===== src/rtl/cmos_nvram_arbiter.sv =====
// CMOS NVRAM arbiter: the game CPU and the HPS save/load engine share one CMOS RAM.
// Optional pause timeout is built only when NVRAM_PAUSE_TIMEOUT_EN is defined.
module cmos_nvram_arbiter #(
  parameter int unsigned ADDR_W = 10,
  parameter int unsigned DATA_W = 4
) (
  input  logic              clock_12,
  input  logic              reset,
  input  logic [ADDR_W-1:0] cpu_addr,
  input  logic              cpu_cs,
  input  logic              cpu_we,
  input  logic [DATA_W-1:0] cpu_din,
  output logic [DATA_W-1:0] cpu_dout,
  input  logic              hps_req,
  input  logic              hps_wr,
  input  logic              hps_rd,
  input  logic [ADDR_W-1:0] hps_addr,
  input  logic [DATA_W-1:0] hps_wdata,
  output logic [DATA_W-1:0] hps_rdata,
  output logic              hps_ack,
  output logic              hps_grant,
  output logic              hps_err,
  output logic              pause_req,
  input  logic              pause_ack,
  output logic [ADDR_W-1:0] ram_addr,
  output logic              ram_we,
  output logic [DATA_W-1:0] ram_din,
  input  logic [DATA_W-1:0] ram_dout
);

  typedef enum logic [1:0] {StIdle, StPauseWait, StHpsOwn, StRelease} state_e;

  state_e            state_q, state_d;
  logic              pend_q, pend_d;
  logic              ack_q, ack_d;
  logic              armed_q, armed_d;
  logic [DATA_W-1:0] rdata_q, rdata_d;

  logic own;
  logic accept;
  logic wr_accept;
  logic rd_accept;

  assign own       = (state_q == StHpsOwn);
  // A request is taken only after IDLE has seen hps_req low for a cycle.
  assign accept    = (state_q == StIdle) && hps_req && armed_q;
  assign wr_accept = own && hps_wr && !pend_q;
  assign rd_accept = own && hps_rd && !hps_wr && !pend_q;

`ifdef NVRAM_PAUSE_TIMEOUT_EN
  logic [11:0] cnt_q, cnt_d;
  logic        err_q, err_d;
  logic        timeout;

  assign timeout = (state_q == StPauseWait) && hps_req && !pause_ack && (cnt_q == 12'hFFF);

  always_comb begin
    cnt_d = (state_q == StPauseWait) ? cnt_q + 12'd1 : 12'd0;
    err_d = err_q;
    if (accept) begin
      err_d = 1'b0;
    end
    if (timeout) begin
      err_d = 1'b1;
    end
  end

  always_ff @(posedge clock_12 or posedge reset) begin
    if (reset) begin
      cnt_q <= 12'd0;
      err_q <= 1'b0;
    end else begin
      cnt_q <= cnt_d;
      err_q <= err_d;
    end
  end

  assign hps_err = err_q;
`else
  assign hps_err = 1'b0;
`endif

  always_comb begin
    state_d = state_q;
    pend_d  = rd_accept;
    ack_d   = wr_accept || pend_q;
    rdata_d = pend_q ? ram_dout : rdata_q;
    armed_d = (state_q == StIdle) && !hps_req;
    unique case (state_q)
      StIdle: begin
        if (accept) begin
          state_d = StPauseWait;
        end
      end
      StPauseWait: begin
        if (!hps_req) begin
          state_d = StIdle;
        end else if (pause_ack) begin
          state_d = StHpsOwn;
`ifdef NVRAM_PAUSE_TIMEOUT_EN
        end else if (timeout) begin
          state_d = StIdle;
`endif
        end
      end
      StHpsOwn: begin
        // A read launched this cycle must finish before ownership is dropped.
        if (!hps_req && !rd_accept) begin
          state_d = StRelease;
        end
      end
      StRelease: begin
        state_d = StIdle;
      end
      default: begin
        state_d = StIdle;
      end
    endcase
  end

  always_ff @(posedge clock_12 or posedge reset) begin
    if (reset) begin
      state_q <= StIdle;
      pend_q  <= 1'b0;
      ack_q   <= 1'b0;
      armed_q <= 1'b0;
      rdata_q <= '0;
    end else begin
      state_q <= state_d;
      pend_q  <= pend_d;
      ack_q   <= ack_d;
      armed_q <= armed_d;
      rdata_q <= rdata_d;
    end
  end

  always_comb begin
    ram_addr = cpu_addr;
    ram_din  = cpu_din;
    ram_we   = 1'b0;
    if (own) begin
      ram_addr = hps_addr;
      ram_din  = hps_wdata;
      ram_we   = wr_accept;
    end else begin
      ram_we   = cpu_cs && cpu_we;
    end
    if (reset) begin
      ram_we = 1'b0;
    end
  end

  assign cpu_dout  = ram_dout;
  assign hps_rdata = rdata_q;
  assign hps_ack   = ack_q;
  assign hps_grant = own;
  assign pause_req = (state_q == StPauseWait) || own;

endmodule


===== config.mk =====
export PLATFORM = sky130hd
export DESIGN_NAME = cmos_nvram_arbiter
export DESIGN_NICKNAME = d
export VERILOG_FILES = /design/src/rtl/cmos_nvram_arbiter.sv
export SDC_FILE = /design/constraint.sdc
export NUM_CORES = 1
export LEC_CHECK = 0
export ABC_AREA = 1
export ABC_CLOCK_PERIOD_IN_PS = 2080
export BUFFER_PORTS_ARGS = -buffer_cell sky130_fd_sc_hd__buf_4
export CORE_ASPECT_RATIO = 1.2
export CORE_MARGIN = 3
export CORE_UTILIZATION = 38
export DETAILED_ROUTE_END_ITERATION = 8
export PLACE_DENSITY = 0.83
export SYNTH_ARGS = -nofsm -noshare
export SYNTH_HDL_FRONTEND = slang
export SYNTH_SLANG_ARGS = --single-unit
export TNS_END_PERCENT = 10

===== constraint.sdc =====
create_clock -name clock_12 -period 2.08 [get_ports clock_12]
set_input_delay 0.312 -clock clock_12 [delete_from_list [all_inputs] [get_ports clock_12]]
set_output_delay 0.312 -clock clock_12 [all_outputs]
set_load 0.005 [all_outputs]

Word-level counts from Yosys, hierarchy flattened
Cells that the tools add are included.

word-level totals
  bits in registers = 9
  bits of input ports = 40
  output and inout bits = 27
  logic and storage cells = 38

cells by class
  equality and inequality tests = 6
  multiplexer cells = 9
  reduce and logical (&&, ||, !) cells = 18

operators by type and width
  operator            count
  $logic_and 1x1->1   10
  $mux 10             1
  $mux 2              4
  $pmux 2 s4          1
  $eq 2x2->1 const B  2
  $logic_not 1->1     4
  $mux 4              1
  $ne 3x3->1 const B  1
  $reduce_and 3->1    1
  $eq 2x1->1 const B  1
  $logic_not 2->1     1
  $logic_or 1x1->1    2
  $mux 1              2
  $ne 2x1->1 const B  1
  $ne 2x2->1 const B  1

Depth between registers and ports, before layout
  word-level depth = 8
  gate-level depth with buffers = 9
  depth with buffers taken out = 9

Worst setup path after synthesis
OpenSTA, ideal clock, no wires.

  kind = register to output
  start = reg state_q[0]
  end = out ram_addr[0]
  data arrival time = 1.205 ns
  data required time = 1.768 ns
  path slack = 0.563 ns
  stages on the path, launching flop included = 8
  buffers on the path = 2
  path through = dfrtp_1 > inv_1 > ha_1 > buf_6 > inv_2 > buf_2 > nand2_1 > nand2_1

between the ends
  longest elaborated chain between the ends = 2

ends and longest elaborated chain
  what                    RTL line  source
  from (decl)             33        state_e state_q, state_d;
  from (signal assigned)  123       state_q <= StIdle;
  from (signal assigned)  129       state_q <= state_d;
  $eq 2x2->1              44        assign own = (state_q == StHpsOwn);
  named net hps_grant     21        output logic hps_grant,
  $mux 10                 141       if (own) begin
  to (decl)               25        output logic [ADDR_W-1:0] ram_addr,

The timed path passes the listed nets, and every way through them passes these cells.

Final worst setup path
  start = reg state_q[0]
  end = out ram_we

between the ends
  longest elaborated chain between the ends = 5

ends and longest elaborated chain
  what                             RTL line  source
  $eq 2x2->1 *                     44
  $logic_and 1x1->1 (2 in series)  47        assign wr_accept = own && hps_wr && !pend_q;
  $mux 1 *                         141
  $mux 1 *                         148       if (reset) begin
  to (decl)                        26        output logic ram_we,

Every way passes the cells marked *; elsewhere a longest branch is shown, timed or not.

==> qor_table.md <==
| Parameter | Value | Unit |
|:---|:---|:---|
| RSZ-0062 raised after global routing | no | - |
| Tightest Hold Check Type | primary input to async pin | - |
| Synth Area in Adders | 7.092 | % |
| CTS tree | built | - |
| Cell accounting for the most synthesized area | nand2_1 | - |
| Sequential fraction of the synthesis area | 31.91 | % |
| Outcome | completed | - |
| Number of top-level pins | 67 | - |
| Number of cells upsized or downsized after cts | 0 | - |
| Clock root cell | clkbuf_4 | - |
| Final routed wirelength across all metal layers | 2131 | um |
| Area Growth Syn to Fin | 70.21 | % |
| Simple logic cell fraction of the synthesized area | 42.91 | % |
| Peak Freq | 524.4 | MHz |
| Die width | 45.34 | um |
| Die area | 2412 | um^2 |
| Pre-Repair DR Iteration Count | 4 | - |
| Buffers from clock root to sink, at most | 2 | - |
| Post-synthesis sequential element count | 9 | - |
| Power per Cell Area | 949.2 | nW/um^2 |
| Share of cell area taken by muxes after synthesis | 0 | % |
| Number of rows in the core area | 16 | - |
| Post-CTS setup buffers | 0 | - |
| Antenna diode count | 0 | - |
| Kind of capture point of the worst setup path | output pin | - |
| CTS buffer count | 3 | - |
| Total congestion overflow | 0 | - |
| Avg Inst Size Synth | 6.245 | um^2 |
| Fraction of final layout cells with drive strength greater than 1 | 43.75 | % |
| Number of maximum-capacitance violations | 0 | - |
| Via count of the first global-routing pass | 810 | - |
| Minimum hold slack | 17.31 | ps |
| Post-CTS clock slew at the launch and capture registers of the worst setup and hold paths | 60 | ps |
| Core outline area | 1702 | um^2 |
| Total negative slack for setup checks | 0 | ps |
| Y dimension of the die | 53.21 | um |
| Area fraction in compound gates after synthesis | 2.837 | % |
| Final period util | 91.68 | % |
| Count of unresolved DRC violations after routing | 0 | - |
| Maximum level of the CTS H-tree | 1 | - |
| First-pass GRT wire length | 3174 | um |
| PnR Total Power | 1.140 | mW |
| Largest net degree at the start of global routing | 16 | - |
| Final #Nets | 221 | - |
| Pins Over Slew Limit | 0 | - |
| Data arrival, critical path | 1590 | ps |
| Dominant combinational cell family by area after synthesis | simple AND/OR/NAND/NOR gates | - |
| Violation count after the first detailed-route iteration | 9 | - |
| Final weighted congestion in routability-driven placement | 0.7678 | - |
| Largest fanout on the critical path | 15 | - |
| Insertion delay of the later-clocked pin in the worst-skew pair | 260 | ps |
| Count of input and output buffers | 65 | - |
| Shortest clock period the worst path allows after layout | 1907 | ps |
| Max rail drop VDD | 0.7471 | mV |
| Total global routing track utilization | 18.07 | % |
| Detailed-route wire length per cell | 10.98 | um |
| Biggest area contributors in the synthesized netlist | nand2_1, dfrtp_1, ha_1 | - |
| Initial antenna violation count | 0 | - |
| Most common cell after layout, fill and taps aside | buf_4 | - |
| Critical path data required time | 1770 | ps |
| Largest clock skew in the final design | 7.958 | ps |
| Half-perimeter wire length of the detailed placement result | 1802 | um |
| Startpoint Class | flop | - |
| Final setup violation count | 0 | - |
| Utilization of the core after routing | 70.59 | % |
| Total standard cell area after synthesis | 705.7 | um^2 |
| Count of unique library cells instantiated by Yosys | 15 | - |
| ANT nets after route | 0 | - |
| Final number of hold-violating endpoints | 0 | - |
| Via count | 889 | - |
| Count of hold buffers inserted by post-cts repair | 0 | - |
| Syn Inst Count | 113 | - |
| CTS sink count | 9 | - |
| Via-to-Cell Ratio | 4.582 | - |
| Initial standard-cell utilization of the core | 41.47 | % |
| Syn Nets | 157 | - |
| Critical path type | flop to output pin | - |
| Lkg Pwr | 0.7621 | nW |
| Top library cells by usage in the layout, fill and taps aside | buf_4, nand2_1, inv_1 | - |
| Warnings from Yosys | 0 | - |
| Parity-gate share of the synthesized area counting xor and xnor cells | 0 | % |
| Yosys top cell area share | 33.51 | % |
[cell families after synthesis]
group	count (synthesis)
other cells	1
buf+inv	20
fa+ha+maj	4
simple gates	75
compound gates	4
flops	9
[final timing paths]
check,startpoint,to,slack (ps),depth (start not counted)
worst max-delay path,state_q[0],ram_we,170,6
worst min-delay path,reset,pend_q,20,2
worst max register to register,state_q[0],flop,500,10
worst min register to register,hps_rdata[1],hps_rdata[1],470,2
max in group asynchronous,reset,hps_rdata[1],1800,2
min in group clock_12,hps_req,armed_q,250,2
[layer usage]
metal  vias to the layer above  global-route usage, %  part of all wire, %
met4                         0                  6.829                  1.1
met1                       377                  17.46                   33
met3                         4                  8.163                   14
met2                        51                  32.55                   52
met5                         -                      0                    0
li1                        457                      -                    -
[power by group]
part	total, mW	internal [mW]	switching, mW	leakage (nW)
registers	0.290	0.246	0.0439	0.113
clock network	0.131	0.0737	0.0572	0.0150
logic	0.719	0.373	0.346	0.635
[metrics by stage]
stage | setup WS [ps] | area, um^2 | cells
6_report | 173.0 | 1201 | 194
5_1_grt | 58.62 | 1201 | 194
4_1_cts | 118.0 | 1199 | 194
3_5_place_dp | 402.1 | 1172 | 190
3_3_place_gp | 495.3 | 1172 | 190
2_1_floorplan | 562.6 | 705.7 | 113
[final cells by class]
class	count	area, um^2
Fill cell	149	500.5
Multi-Input combinational cell	84	376.6
Inverter	12	47.55
Sequential cell	9	225.2
Clock buffer	4	26.28
Timing Repair Buffer	67	503.0
Tap cell	18	22.52
[critical path: stages, from the launching register on]
cell	delay, ps
dfrtp_1	410
inv_1	100
ha_1	280
inv_4	150
nand3_1	90
a21oi_1	180
buf_4	130
[synthesized netlist by cell type]
library cell and count:
inv_2 1, ha_1 4, nand3_1 5, buf_4 5
buf_6 1, buf_2 2, nor2_1 1, inv_1 11
nand2_1 63, a21oi_1 2, nor2_2 2, conb_1 1
nand2_2 4, o21ai_1 2, dfrtp_1 9
Note: power is estimated with default switching activity, not from simulation.
